### src/rtl/core_pkg.sv
// Shared definitions for the core_seq instruction sequencer.
//   - inst bundle bit positions and the packed field view (inst_t)
//   - idle value of the bundle (memories deselected, no strobes)
//   - sequencer state encoding
//   - small helpers to build and flatten bundles
package core_pkg;

  localparam int unsigned INST_W = 35;
  localparam int unsigned ADDR_W = 11;
  localparam int unsigned KIJ_W  = 4;

  // Bit positions of the core inst bundle
  localparam int unsigned LOAD_BIT     = 0;
  localparam int unsigned EXECUTE_BIT  = 1;
  localparam int unsigned L0_WR_BIT    = 2;
  localparam int unsigned L0_RD_BIT    = 3;
  localparam int unsigned IFIFO_RD_BIT = 4;
  localparam int unsigned IFIFO_WR_BIT = 5;
  localparam int unsigned OFIFO_RD_BIT = 6;
  localparam int unsigned A_XMEM_LSB   = 7;
  localparam int unsigned A_XMEM_MSB   = 17;
  localparam int unsigned WEN_XMEM_BIT = 18;
  localparam int unsigned CEN_XMEM_BIT = 19;
  localparam int unsigned A_PMEM_LSB   = 20;
  localparam int unsigned A_PMEM_MSB   = 30;
  localparam int unsigned WEN_PMEM_BIT = 31;
  localparam int unsigned CEN_PMEM_BIT = 32;
  localparam int unsigned ACC_BIT      = 33;
  localparam int unsigned MODE_W_BIT   = 34;

  // Field view of the bundle, MSB first so it overlays the bit positions above
  typedef struct packed {
    logic              mode_w;
    logic              acc;
    logic              cen_pmem;
    logic              wen_pmem;
    logic [ADDR_W-1:0] a_pmem;
    logic              cen_xmem;
    logic              wen_xmem;
    logic [ADDR_W-1:0] a_xmem;
    logic              ofifo_rd;
    logic              ififo_wr;
    logic              ififo_rd;
    logic              l0_rd;
    logic              l0_wr;
    logic              execute;
    logic              load;
  } inst_t;

  // Both memories deselected with write-enables inactive, every strobe low
  localparam inst_t INST_IDLE = '{
    mode_w:   1'b0,
    acc:      1'b0,
    cen_pmem: 1'b1,
    wen_pmem: 1'b1,
    a_pmem:   '0,
    cen_xmem: 1'b1,
    wen_xmem: 1'b1,
    a_xmem:   '0,
    ofifo_rd: 1'b0,
    ififo_wr: 1'b0,
    ififo_rd: 1'b0,
    l0_rd:    1'b0,
    l0_wr:    1'b0,
    execute:  1'b0,
    load:     1'b0
  };

  typedef enum logic [2:0] {
    IDLE,
    WRD,
    KLD,
    XRD,
    DRN,
    ACC,
    ORD
  } state_t;

  // Idle bundle carrying the weight precision of the running pass
  function automatic inst_t idle_inst(input logic mode);
    inst_t t;
    t        = INST_IDLE;
    t.mode_w = mode;
    return t;
  endfunction

  // Flatten the field view into the core bit layout
  function automatic logic [INST_W-1:0] inst_pack(input inst_t t);
    return t;
  endfunction

endpackage

### src/rtl/core_seq.sv
// core_seq: instruction sequencer for the 8x8 MAC core.
// Runs one convolution pass: per kernel index load a weight tile into L0 and
// the array, stream activations through execute, drain the array and
// accumulate psums into pmem; finally empty the OFIFO.
//
// Ports:
//   clk, reset        clock, synchronous active-high reset
//   start             pulse, accepted only while idle
//   mode_w_in         weight precision, captured on start, drives inst[34]
//   w_base/x_base/p_base  xmem weight / xmem activation / pmem psum bases
//   ofifo_valid       OFIFO non-empty, from core
//   inst              35-bit core instruction bundle
//   busy              high in every state other than IDLE
//   done              one-cycle pulse on the return to IDLE
//   kij_idx           current kernel index
module core_seq
  import core_pkg::*;
#(
  parameter int unsigned row       = 8,
  parameter int unsigned col       = 8,
  parameter int unsigned len_kij   = 9,
  parameter int unsigned len_nij   = 36,
  parameter int unsigned drain_cyc = 16
) (
  input  logic              clk,
  input  logic              reset,
  input  logic              start,
  input  logic              mode_w_in,
  input  logic [ADDR_W-1:0] w_base,
  input  logic [ADDR_W-1:0] x_base,
  input  logic [ADDR_W-1:0] p_base,
  input  logic              ofifo_valid,
  output logic [INST_W-1:0] inst,
  output logic              busy,
  output logic              done,
  output logic [KIJ_W-1:0]  kij_idx
);

  // Counter must cover the longest phase: WRD (row+1), KLD (col),
  // XRD (len_nij+1), DRN (drain_cyc), ACC (2*len_nij)
  localparam int unsigned CNT_MAX_A = (row > col) ? row : col;
  localparam int unsigned CNT_MAX_B = (2 * len_nij > drain_cyc) ? 2 * len_nij : drain_cyc;
  localparam int unsigned CNT_MAX   = (CNT_MAX_A > CNT_MAX_B) ? CNT_MAX_A : CNT_MAX_B;
  localparam int unsigned CNT_W     = $clog2(CNT_MAX + 1);

  localparam logic [CNT_W-1:0] WRD_LAST  = CNT_W'(row);           // extra cycle for the last l0_wr
  localparam logic [CNT_W-1:0] WRD_RDEND = CNT_W'(row - 1);       // last weight read
  localparam logic [CNT_W-1:0] KLD_LAST  = CNT_W'(col - 1);
  localparam logic [CNT_W-1:0] XRD_LAST  = CNT_W'(len_nij);       // extra cycle for the last execute
  localparam logic [CNT_W-1:0] XRD_RDEND = CNT_W'(len_nij - 1);   // last activation read
  localparam logic [CNT_W-1:0] DRN_LAST  = CNT_W'(drain_cyc - 1);
  localparam logic [CNT_W-1:0] ACC_LAST  = CNT_W'(2 * len_nij - 1);
  localparam logic [CNT_W-1:0] ORD_LAST  = CNT_W'(len_nij - 1);
  localparam logic [KIJ_W-1:0] KIJ_LAST  = KIJ_W'(len_kij - 1);

  state_t             state;
  logic [CNT_W-1:0]   cnt;
  logic [KIJ_W-1:0]   kij;
  logic               mode_w;
  inst_t              inst_q;
  inst_t              inst_out;
  logic               ofifo_rd_c;

  // Weight tile k, row r lives at w_base + k*col + r (wraps in ADDR_W bits)
  function automatic logic [ADDR_W-1:0] w_addr(input logic [KIJ_W-1:0] k,
                                               input logic [CNT_W-1:0] r);
    return ADDR_W'(w_base + ADDR_W'(32'(k) * col) + ADDR_W'(r));
  endfunction

  function automatic logic [ADDR_W-1:0] x_addr(input logic [CNT_W-1:0] n);
    return ADDR_W'(x_base + ADDR_W'(n));
  endfunction

  // ACC counts two cycles per pixel, so the pixel index is cnt/2
  function automatic logic [ADDR_W-1:0] p_addr(input logic [CNT_W-1:0] c);
    return ADDR_W'(p_base + ADDR_W'(c >> 1));
  endfunction

  // Sequencer: state, counters and the registered bundle for the next cycle.
  // inst_q always describes the cycle the FSM is entering, so consumer strobes
  // that follow a read are set on the edge after that read's cycle.
  always_ff @(posedge clk) begin
    if (reset) begin
      state  <= IDLE;
      cnt    <= '0;
      kij    <= '0;
      mode_w <= 1'b0;
      inst_q <= INST_IDLE;
      busy   <= 1'b0;
      done   <= 1'b0;
    end else begin
      done   <= 1'b0;
      inst_q <= idle_inst(mode_w);
      case (state)
        IDLE: begin
          inst_q <= INST_IDLE;
          if (start) begin
            state           <= WRD;
            cnt             <= '0;
            kij             <= '0;
            mode_w          <= mode_w_in;
            busy            <= 1'b1;
            inst_q          <= idle_inst(mode_w_in);
            inst_q.cen_xmem <= 1'b0;
            inst_q.a_xmem   <= w_addr(KIJ_W'(0), '0);
          end
        end

        WRD: begin
          if (cnt == WRD_LAST) begin
            state       <= KLD;
            cnt         <= '0;
            inst_q.load <= 1'b1;
          end else begin
            cnt          <= cnt + CNT_W'(1);
            inst_q.l0_wr <= 1'b1;
            if (cnt != WRD_RDEND) begin
              inst_q.cen_xmem <= 1'b0;
              inst_q.a_xmem   <= w_addr(kij, cnt + CNT_W'(1));
            end
          end
        end

        KLD: begin
          if (cnt == KLD_LAST) begin
            state           <= XRD;
            cnt             <= '0;
            inst_q.cen_xmem <= 1'b0;
            inst_q.a_xmem   <= x_addr('0);
          end else begin
            cnt         <= cnt + CNT_W'(1);
            inst_q.load <= 1'b1;
          end
        end

        XRD: begin
          if (cnt == XRD_LAST) begin
            state <= DRN;
            cnt   <= '0;
          end else begin
            cnt             <= cnt + CNT_W'(1);
            inst_q.execute  <= 1'b1;
            inst_q.ififo_wr <= 1'b1;
            if (cnt != XRD_RDEND) begin
              inst_q.cen_xmem <= 1'b0;
              inst_q.a_xmem   <= x_addr(cnt + CNT_W'(1));
            end
          end
        end

        DRN: begin
          if (cnt == DRN_LAST) begin
            state           <= ACC;
            cnt             <= '0;
            inst_q.cen_pmem <= 1'b0;
            inst_q.a_pmem   <= p_addr('0);
            inst_q.acc      <= (kij != '0);
          end else begin
            cnt <= cnt + CNT_W'(1);
          end
        end

        // Even cnt: pmem read of pixel cnt/2; odd cnt: write back to it
        ACC: begin
          if (!cnt[0]) begin
            cnt             <= cnt + CNT_W'(1);
            inst_q.cen_pmem <= 1'b0;
            inst_q.wen_pmem <= 1'b0;
            inst_q.a_pmem   <= p_addr(cnt);
            inst_q.acc      <= (kij != '0);
          end else if (cnt != ACC_LAST) begin
            cnt             <= cnt + CNT_W'(1);
            inst_q.cen_pmem <= 1'b0;
            inst_q.a_pmem   <= p_addr(cnt + CNT_W'(1));
            inst_q.acc      <= (kij != '0);
          end else if (kij != KIJ_LAST) begin
            state           <= WRD;
            cnt             <= '0;
            kij             <= kij + KIJ_W'(1);
            inst_q.cen_xmem <= 1'b0;
            inst_q.a_xmem   <= w_addr(kij + KIJ_W'(1), '0);
          end else begin
            state <= ORD;
            cnt   <= '0;
          end
        end

        // Count OFIFO reads; the read strobe itself is gated combinationally
        ORD: begin
          if (ofifo_valid) begin
            if (cnt == ORD_LAST) begin
              state  <= IDLE;
              cnt    <= '0;
              busy   <= 1'b0;
              done   <= 1'b1;
              inst_q <= INST_IDLE;
            end else begin
              cnt <= cnt + CNT_W'(1);
            end
          end
        end

        default: begin
          state  <= IDLE;
          cnt    <= '0;
          busy   <= 1'b0;
          inst_q <= INST_IDLE;
        end
      endcase
    end
  end

  // OFIFO read follows valid directly so an empty FIFO is never popped
  assign ofifo_rd_c = (state == ORD) && ofifo_valid;

  // Merge the combinational OFIFO read into the registered bundle
  always_comb begin
    inst_out          = inst_q;
    inst_out.ofifo_rd = ofifo_rd_c;
  end

  assign inst    = inst_pack(inst_out);
  assign kij_idx = kij;

endmodule

### config.mk
export PLATFORM = sky130hd
export DESIGN_NAME = core_seq
export DESIGN_NICKNAME = d
export VERILOG_FILES = /design/src/rtl/core_pkg.sv /design/src/rtl/core_seq.sv
export SDC_FILE = /design/constraint.sdc
export NUM_CORES = 1
export LEC_CHECK = 0
export BUFFER_PORTS_ARGS = -buffer_cell sky130_fd_sc_hd__buf_2
export CAP_MARGIN = 20
export CELL_PAD_IN_SITES_DETAIL_PLACEMENT = 2
export CELL_PAD_IN_SITES_GLOBAL_PLACEMENT = 2
export CORE_MARGIN = 8
export CORE_UTILIZATION = 31
export CTS_BUF_LIST = sky130_fd_sc_hd__clkbuf_8
export CTS_CLUSTER_DIAMETER = 200
export DETAILED_ROUTE_END_ITERATION = 10
export PLACE_DENSITY = 0.89
export REMOVE_ABC_BUFFERS = 1
export SLEW_MARGIN = 15
export SYNTH_ARGS = -nofsm -noshare
export SYNTH_HDL_FRONTEND = slang
export SYNTH_SLANG_ARGS = --single-unit
### constraint.sdc
create_clock -name clk -period 3.12 [get_ports clk]
set_input_delay 0.624 -clock clk [delete_from_list [all_inputs] [get_ports clk]]
set_output_delay 0.624 -clock clk [all_outputs]
set_load 0.05 [all_outputs]
== Word-level counts from Yosys, hierarchy flattened ==
Cells that the tools add are included.
Storage, ports and cells
  register bits: 51
  input port bits: 38
  output and inout port bits: 41
  logic and storage cells: 139
Operators by class
  $add $sub $neg: 8
  equality and inequality tests: 25
  multiplexer cells: 72
  bitwise operators: 3
  reduce and logical (&&, ||, !) cells: 11
Operators by type and width (count)
  11-bit two-way mux: 11
  35-bit two-way mux: 3
  11-bit one-hot mux with 6 select lines: 1
  7-bit two-way mux: 9
  7-bit one-hot mux with 7 select lines: 1
  11-bit by 7-bit adder with 11-bit output: 4
  11-bit one-hot mux with 4 select lines: 1
  3-bit two-way mux: 10
  11-bit by 6-bit adder with 11-bit output: 2
  3-bit one-hot mux with 7 select lines: 1
  2-bit != test (second input constant): 10
  1-bit one-hot mux with 3 select lines: 6
  1-bit two-way mux: 16
  4-bit two-way mux: 4
  7-bit by 4-bit == test with 1-bit output (second input constant): 2
  7-bit by 6-bit == test with 1-bit output (second input constant): 2
  3-bit == test (second input constant): 3
  9-bit AND reduction: 1
  2-bit one-hot mux with 4 select lines: 1
  4-bit one-hot mux with 2 select lines: 1
  7-bit by 1-bit adder with 7-bit output (second input constant): 1
  7-bit by 3-bit == test with 1-bit output (second input constant): 1
  7-bit by 3-bit != test with 1-bit output (second input constant): 1
  7-bit by 6-bit != test with 1-bit output (second input constant): 1
  other kinds (20): 26

== Depth between registers and ports, before layout ==
Gate-level depths: netlist of the first run.
  word-level depth: 6
  gate-level depth with buffers: 12
  depth with buffers taken out: 11

== Worst setup path after synthesis of the first run ==
Ideal clock, no wire load.
  path kind: register -> register
  start point: reg cnt[0]
  end point: reg inst_q, in the netlist inst[16]
  library setup time: 133 ps
  arrival time: 3247 ps
  required time: 2987 ps
  setup slack: -260 ps
  cell stages (with the launch flop): 13
  path buffers: 1
  clock period less this slack: 3380 ps
  cells stage by stage: dfxtp_1 > clkbuf_1 > inv_1 > ha_1 > ha_1 > ha_1 > fa_1 > a211oi_1 > nor2_1 > or4_1 > o2111ai_1 > mux2i_1 > a31oi_1
On the way
  cells in the longest elaborated chain, start to end: 5
  elaborated cells between the ends (all ways): 17
  those cells by class: add/sub: 3; eq/ne: 6; mux: 8
Ends and longest elaborated chain
  from (decl): line core_seq.sv:57  | logic [CNT_W-1:0] cnt;
  from (signal assigned): line core_seq.sv:115  | cnt <= cnt + CNT_W'(1);
  from (signal assigned): line core_seq.sv:131  | cnt <= cnt + CNT_W'(1);
  from (signal assigned): line core_seq.sv:141  | cnt <= cnt + CNT_W'(1);
  7-bit by 1-bit adder with 7-bit output: line core_seq.sv:119, core_seq.sv:146
  11-bit by 7-bit adder with 11-bit output (on tied branches): line core_seq.sv:71, core_seq.sv:67
  11-bit two-way mux (on tied branches): line core_seq.sv:144, core_seq.sv:117
  11-bit two-way mux (on tied branches): line core_seq.sv:137, core_seq.sv:110
  11-bit one-hot mux with 6 select lines (*): line core_seq.sv:94  | case (state)
  to (signal assigned): line core_seq.sv:93  | inst_q <= idle_inst(mode_w);
  to (signal assigned): line core_seq.sv:103  | inst_q <= idle_inst(mode_w_in);
  to (decl): line core_seq.sv:60  | inst_t inst_q;
Mark *: on every way between the ends. The rest lies on a longest branch, timed or not.
A chain may end at the register's enable or synchronous reset.

== Worst setup path in the final report of the first run ==
  start point: reg cnt[2]
  end point: reg inst_q, in the netlist inst[17]
Same word-level chain as after synthesis.

==> results.md, run 1 <==
- The final weighted congestion in routability-driven placement is 0.872.
- The met3 track demand over resource in global routing is 0.0439.
- Of all cell types, the one taking the most synthesized area is sky130_fd_sc_hd__dfxtp_1.
- The maximum number of pins on one net before global-route repair is 25.
- The share of flip-flops with an asynchronous set or reset is 0.
- The number of antenna diodes in the final layout is 0.
- For this design, the CTS-stage hold fixing added 0 buffers.
- No sink is reached through more buffers than the 2 on the longest clock path.
- In this run the remaining antenna-violating nets after routing total 0.
- The number of clock buffers added by TritonCTS is 5.
- Across the routed clock network, the largest skew measured is 0.0215 ns.
- The mean instance size in the synthesized netlist is 8.02 µm².
- The critical path startpoint category is a flip-flop.
- The number of global-route vias before repair is 5,418.
- For this run, the share of the core covered by cells in the final layout is 0.392.
- On the final layout, the worst hold slack is 0.487 ns.
- The initial antenna violation count is 0.
- The data required time of the critical path is 3.33 ns.
- For the pin with the worst max-slew slack, the measured transition is 0.756 ns.
- In this run the cell area of the synthesized design comes to 0.00424 mm².
- The met2 track utilization from global routing is 0.383.
- The CTS tree is done.
- The worst setup path is captured at a flip-flop.
- Of the post-synthesis cell area, the dominant cell type holds 0.222.
- The die is 133 µm tall.
- The total of warnings raised by yosys is 0.
- The synthesized design contains 0 enable-type register cells.
- CTS built an H-tree with a depth of 2.
- Before CTS, the worst setup slack after placement is -0.359 ns.
- Compared with the post-synthesis result, the final layout area differs by 22.9%.
- The main flop type after synthesis is sky130_fd_sc_hd__dfxtp_1.
- The final worst setup slack is 0.0108 ns.
- The met1 usage in global routing is 0.243.
- The number of synthesized register bits is 47.
- The post-detailed-route via-to-cell ratio is 6.19.
- Across the VDD grid, the largest voltage drop is 0.000247 V.
- The count of boundary I/O pins is 79.
- The start-to-end type of the worst setup path is flip-flop to flip-flop.
- The tightest slew margin relative to the limit is 0.495.
- The power density over the cells is 468 mW/mm².
- Derived from the worst setup path, the maximum achievable clock frequency is 0.322 GHz.
- Data arrives at the worst endpoint at 3.32 ns.
- The count of endpoints failing setup in the final report is 0.
- Dividing the final minimum period by the clock period gives 0.997.
- The critical-path maximum fanout is 5.
- The register-to-register setup slack is 0.01 ns.
- The half-perimeter wire length of the detailed placement result is 14,500 µm.
- The number of filler cells placed in the layout is 1,526.
- For the finished layout, the period the worst path requires is 3.11 ns.
- The clock latency of the later-clocked register in the worst-skew pair is 0.34 ns.
- The cell count after synthesis is 529.
- The run finished with clean final reports.
- The final max-slew violation count is 0.
- The number of clock sinks is 47.
- By area the synthesized netlist is led by sky130_fd_sc_hd__dfxtp_1 (22%), sky130_fd_sc_hd__ha_1 (11%), sky130_fd_sc_hd__a21oi_1 (5.1%).
- Detailed routing inserted a total of 4,872 vias.
- The final number of hold-violating endpoints is 0.
- The number of DRC markers after the initial detailed-route iteration is 360.
- The share of the Yosys chip area taken by registers is 0.222.
- The post-route DRC violation count is 0.
- For this run, the total global-route usage over all layers was measured as 0.220.
- The region available for standard cell placement spans 0.0133 mm².
- Yosys mapped the design onto 74 distinct sky130hd cell types.
- For this block, the routed nets add up to 20,700 µm of wire.
- The starting density of the core is 0.319.
- The clock transition time at the flip-flop clock pins of the worst setup and hold paths is 0.10 ns.
- The path type of the worst min-delay path is flip-flop to flip-flop.
- The most heavily used metal layer in global routing is met2.
- The number of nets in the final layout is 696.
- Buffers placed on the I/O ports in this run total 75.
- In this run the clock root is driven by a sky130_fd_sc_hd__clkbuf_8.
- The first global-routing pass estimated 30,900 µm of wire.
- The number of maximum-capacitance violations is 0.
- Of the cells placed in the final design, the portion with a size suffix greater than 1 is 0.255.
- The number of optimization iterations in the first detailed-route pass is 7.
- The power after layout is 2.44 mW.
- After detailed routing, the average wire length per cell comes to 26.4 µm.
- The die area is 0.0177 mm².
- The total negative slack for setup checks is 0 ns.
- The number of cell rows is 42.
- For this run the aggregate overflow at the end of global routing stands at 0.
- Summed over all cells, the static leakage comes to 2.21 nW.
- The die is 133 µm wide.
## sequential cells by signal, summed over array words and instances (netlist names)
signal	count
inst	30
busy	1
kij_idx	4
state	3
cnt	7
done	1
mode_w	1
## critical path, cell delays in order, from the launching register on
cell and delay, ns:
sky130_fd_sc_hd__dfxtp_4 0.42, sky130_fd_sc_hd__nand3_4 0.14, sky130_fd_sc_hd__xnor2_2 0.22, sky130_fd_sc_hd__buf_4 0.16, sky130_fd_sc_hd__buf_4 0.15, sky130_fd_sc_hd__ha_1 0.39
sky130_fd_sc_hd__o21ai_0 0.20, sky130_fd_sc_hd__o21ai_0 0.37, sky130_fd_sc_hd__a21oi_1 0.17, sky130_fd_sc_hd__buf_4 0.17, sky130_fd_sc_hd__o211a_1 0.22, sky130_fd_sc_hd__a211oi_2 0.24
sky130_fd_sc_hd__a31oi_2 0.14
## metal layers
| layer | share of wire | vias up |
|---|---|---|
| li1 | - | 2132 |
| met1 | 0.40 | 2419 |
| met2 | 0.49 | 230 |
| met3 | 0.052 | 91 |
| met4 | 0.058 | 0 |
| met5 | 0 | - |
## timing repair
item,4_1_cts,5_1_grt
gates resized for setup,24,23
buffers inserted,3,0
pin swaps,8,12
endpoints found under the setup margin,5,6
## path summary, 6_finish.rpt
check / depth (start not counted) / start / end
setup / recovery: 12 / cnt[2] / inst[17]
hold / removal: 2 / mode_w / mode_w
setup reg to reg: 12 / cnt[2] / inst[17]
hold reg to reg: 2 / mode_w / mode_w
## power breakdown
part / leakage (nW) / internal, mW / switching, mW / total (mW)
Sequential: 0.386 / 0.675 / 0.0909 / 0.766
Combinational: 1.78 / 0.407 / 0.881 / 1.29
Clock: 0.0413 / 0.147 / 0.241 / 0.388
## final cells by class
type | instances | area, µm² | share of cell area
Clock inverter | 1 | 3.75 | 0.000720
Timing Repair Buffer | 105 | 601 | 0.115
Tap cell | 176 | 220 | 0.0422
Sequential cell | 47 | 957 | 0.184
Inverter | 17 | 63.8 | 0.0122
Multi-Input combinational cell | 436 | 3300 | 0.633
Clock buffer | 5 | 68.8 | 0.0132
## cell usage in the layout, fill, tap and decap left out, drive strengths merged, types with 3 or more instances in the layout
| master | synthesis | layout |
|---|---|---|
| buf | 18 | 105 |
| nand2 | 47 | 47 |
| dfxtp | 47 | 47 |
| a21oi | 46 | 46 |
| nor2 | 40 | 40 |
| ha | 37 | 37 |
| o21ai | 28 | 28 |
| inv | 17 | 18 |
| xnor2 | 18 | 18 |
| nand3 | 18 | 18 |
| nor3 | 17 | 17 |
| a31oi | 16 | 16 |
| a211oi | 13 | 13 |
| a22oi | 11 | 11 |
| a21o | 10 | 10 |
| xor2 | 9 | 9 |
| fa | 9 | 9 |
| nand3b | 8 | 8 |
| nand2b | 7 | 7 |
| nor2b | 6 | 6 |
| and3 | 6 | 6 |
| o21a | 6 | 6 |
| a32oi | 5 | 5 |
| clkbuf | 12 | 5 |
| and2 | 5 | 5 |
| a221oi | 5 | 5 |
| o211ai | 4 | 4 |
| or3 | 4 | 4 |
| o21bai | 4 | 4 |
| nor4 | 4 | 4 |
| a311oi | 3 | 3 |
| o31ai | 3 | 3 |
| conb | 2 | 3 |
| and4bb | 3 | 3 |
| nor4b | 3 | 3 |
## cell families (layout without fill, tap and decap cells)
| logic type | after synthesis | in the layout | share of synthesized area |
|---|---|---|---|
| flip-flops | 47 | 47 | 0.222 |
| other | 2 | 3 | 0.00177 |
| multiplexers | 3 | 3 | 0.00766 |
| adder cells (fa/ha/maj) | 46 | 46 | 0.152 |
| XOR/XNOR | 27 | 27 | 0.0557 |
| buffers and inverters | 47 | 128 | 0.0539 |
| AO/OA/AOI/OAI | 175 | 175 | 0.282 |
| AND/OR/NAND/NOR | 182 | 182 | 0.226 |
## metrics by stage
stage / instance area, µm² / std cells
global route: 5220 / 787
CTS: 5080 / 787
finish: 5220 / 787
detailed placement: 4880 / 778
floorplan: 4080 / 500
global placement: 4880 / 778
## cells in the mapped netlist (all sizes together) (3+ instances only)
cell type   n
dfxtp      47
nand2      47
a21oi      46
nor2       40
ha         37
o21ai      28
buf        18
nand3      18
xnor2      18
inv        17
nor3       17
a31oi      16
a211oi     13
clkbuf     12
a22oi      11
a21o       10
fa          9
xor2        9
nand3b      8
nand2b      7
and3        6
nor2b       6
o21a        6
a221oi      5
a32oi       5
and2        5
nor4        4
o211ai      4
o21bai      4
or3         4
a311oi      3
and4bb      3
nor4b       3
o31ai       3
No activity file was read; power rests on OpenSTA's default activity.
==> run 2: changes to the inputs <==
--- a/config.mk
+++ b/config.mk
@@ -14,7 +14,7 @@
 export CTS_BUF_LIST = sky130_fd_sc_hd__clkbuf_8
 export CTS_CLUSTER_DIAMETER = 200
 export DETAILED_ROUTE_END_ITERATION = 10
-export PLACE_DENSITY = 0.89
+export PLACE_DENSITY_LB_ADDON = 0.3
 export REMOVE_ABC_BUFFERS = 1
 export SLEW_MARGIN = 15
 export SYNTH_ARGS = -nofsm -noshare
==> run 2 against run 1 <==
Compared with the run above: global-route usage down 2.7 points; via count down 6.3%; die area unchanged; final area down 0.50%; non-clock buffer count up 6; first-iteration DRC count down 20%; combinational power down 5%; fmax up 2.1%; register-to-register slack better by 0.07 ns; sequential power about the same; sequential cell count unchanged; worst setup slack better by 0.065 ns.
==> results.md, run 2 (synthesis results as in run 1) <==
- The start-to-end type of the worst setup path is flip-flop to flip-flop.
- The worst hold-check slack is 0.485 ns.
- The number of cells after detailed placement is 783.
- The first detailed-routing pass took 4 iterations.
- For this block, the initial DRC count from the detailed router was 289.
- The total negative slack for setup checks is 0 ns.
- After floorplanning, the core was divided into 42 placement rows.
- Relative to the synthesized area, the layout overhead comes to 22.3%.
- The number of nets in the final layout is 702.
- For the final database, setup skew stands at 0.0148 ns.
- The part of the cycle the worst path needs is 0.976.
- The repair_antennas step left the layout with diodes totalling 0.
- The die is 133 µm tall.
- The final max-slew violation count was 0.
- The number of global-route vias before repair is 5,173.
- The largest individual stage delay along the critical path comes from the cell sky130_fd_sc_hd__fa_1.
- Setup repair after global routing could not meet its margin everywhere.
- The number of port buffers is 75.
- The final number of hold-violating endpoints was 0.
- The area of the placeable core is 0.0133 mm².
- The power density over the cells is 471 mW/mm².
- The initial antenna violation count was 0.
- The register with the most flip-flops in the layout has 30 of them.
- Clock tree synthesis found a total of 47 sinks.
- The met3 layer wire length in the routed design is 767 µm.
- The worst-case clock buffer depth is 2.
- For this run the aggregate overflow at the end of global routing stands at 0.
- The proportion of layout cells with a drive suffix above 1 is 0.257.
- In this run the worst path has a maximum fanout of 4.
- In this run the top signal layer used is met4.
- The tightest slew margin relative to the limit is 0.474.
- Walking the worst path, the cells encountered are buf_4 -> nand3_2 -> xnor2_2 -> fa_1 -> ha_1 -> a211oi_2 -> nor2_1 -> or4_1 -> o2111ai_2 -> mux2i_1 -> a31oi_1.
- The critical path startpoint category is a flip-flop.
- At the later pin of the worst-skew pair, clock insertion delay measures 0.35 ns.
- Based on the critical path, the design can be clocked at up to 0.329 GHz.
- The die area is 0.0177 mm².
- The data arrival time at the worst-slack endpoint is 3.25 ns.
- Clock tree synthesis inserted a total of 5 buffers.
- Leaving out fill and tap cells, the most frequent cell in the layout is sky130_fd_sc_hd__buf_2.
- The initial utilization of the core area, before any placement, comes to 0.319.
- The H-tree was split into 2 levels.
- The root buffer cell is sky130_fd_sc_hd__clkbuf_8.
- The first global-routing pass estimated 27,700 µm of wire.
- Summed over all nets, the half-perimeter wirelength after detailed placement is 13,400 µm.
- The routed length on met2 is 8800 µm.
- The data required time of the critical path is 3.33 ns.
- Wires add up to 17,600 µm.
- After detailed routing, the wire length on met1 is 7780 µm.
- The final weighted congestion in routability-driven placement is 0.859.
- The total number of vias is 4,566.
- Across the run, the number of max-cap violations was 0.
- The final critical delay including setup and external delays is 3.04 ns.
- The CTS tree is done.
- Entering global routing, the biggest net connects 25 pins.
- The die width is 133 µm.
- After clock tree synthesis, the clock-pin slew on the worst setup and hold paths is 0.10 ns.
- The post-route DRC violation count is 0.
- In the final routed layout, each cell accounts on average for 22.1 µm.
- The global-route total usage across every layer is 0.193.
- The element type at the critical path end is a flip-flop.
- The count of boundary I/O pins is 79.
- The register-to-register setup slack is 0.08 ns.
- The destination of the worst register-to-register timing path is inst[16].
- The startpoint of the most critical register-to-register path is cnt[0].
- The post-route non-filler standard cell count is 795.
- The capture point of the critical path is inst[16].
- The top cell types in the final layout, fill and taps aside, are sky130_fd_sc_hd__buf_2 (75), sky130_fd_sc_hd__nand2_1 (47), sky130_fd_sc_hd__dfxtp_1 (43).
- The run finished with clean final reports.
- The post-detailed-route via-to-cell ratio is 5.74.
- The number of antenna-violating nets in the routed design is 0.
- Setup violations remaining at the end of the flow were counted as 0.
- IR analysis of the VDD net gives a maximum drop of 0.000215 V.
- The post-placement setup slack is -0.194 ns.
- Counting cells, the worst reg-to-reg path comes to 11.
- For this design the static power due to leakage is 2.25 nW.
- The first element of the critical path is cnt[0].
- On the worst path, the slowest cell contributes a delay of 0.46 ns.
- For the pin with the worst max-slew slack, the measured transition is 0.788 ns.
- The number of filler cells placed in the layout is 1,534.
- In the post-route analysis, the smallest setup slack over all paths is 0.0761 ns.
- The path type of the worst min-delay path is flip-flop to flip-flop.
run 2: cell types whose count changed in the layout (fill, tap and decap cells not counted), sizes merged:
cell / previous run / this run
clkbuf: 5 / 7
buf: 105 / 111
run 2: layout make-up:
| class | instances | area [µm²] | share of cell area |
|---|---|---|---|
| clock buffer | 7 | 96.3 | 0.0186 |
| clock inverter | 1 | 3.75 | 0.000723 |
| inverter | 17 | 63.8 | 0.0123 |
| multi-input combinational | 436 | 3210 | 0.619 |
| sequential | 47 | 946 | 0.182 |
| tap | 176 | 220 | 0.0424 |
| timing repair buffer | 111 | 646 | 0.124 |
run 2: worst min path at each step:
stage / from / end / slack (ns) / cells past startpoint
finish: mode_w / mode_w / 0.48 / 2
global placement: mode_w / mode_w / 0.45 / 2
global route: mode_w / mode_w / 0.51 / 2
floorplan: mode_w / mode_w / 0.43 / 2
detailed placement: mode_w / mode_w / 0.47 / 2
CTS: mode_w / mode_w / 0.48 / 2
run 2: per-stage QoR:
stage / total power [mW] / cell area (µm²) / util
floorplan: 1.53 / 4080 / -
global placement: 1.91 / 4920 / 0.370
detailed placement: 1.96 / 4920 / 0.370
CTS: 2.44 / 5090 / 0.383
global route: 2.58 / 5190 / 0.390
finish: 2.44 / 5190 / 0.390
run 2: timing repair:
item | in CTS | in global routing
pin swaps | 2 | 4
resized for setup | 13 | 19
hold buffers | 0 | 0
cloned | 0 | 0
endpoints found under the hold margin | 0 | 0
endpoints found under the setup margin | 4 | 5
buffers inserted | 3 | 1
run 2: report_power, final:
group | switching [mW] | leakage [nW] | internal, mW | total, mW
logic | 0.819 | 1.81 | 0.400 | 1.22
clock network | 0.260 | 0.0557 | 0.200 | 0.460
registers | 0.0888 | 0.384 | 0.676 | 0.765
run 2: worst max-delay path: cells and delay by family (launching register included):
kind                     cells  cell delay (ns)
XOR/XNOR                     1             0.21
AO/OA/AOI/OAI                3             0.49
buffers and inverters        1             0.12
multiplexers                 1             0.22
adder cells (fa/ha/maj)      2             0.81
flip-flops                   1             0.37
AND/OR/NAND/NOR              3             0.69
run 2: layer usage:
metal  up-vias  track usage
li1       2137            -
met1      2313        0.233
met2        99        0.337
met3        17       0.0450
met4         0       0.0479
met5         -            0
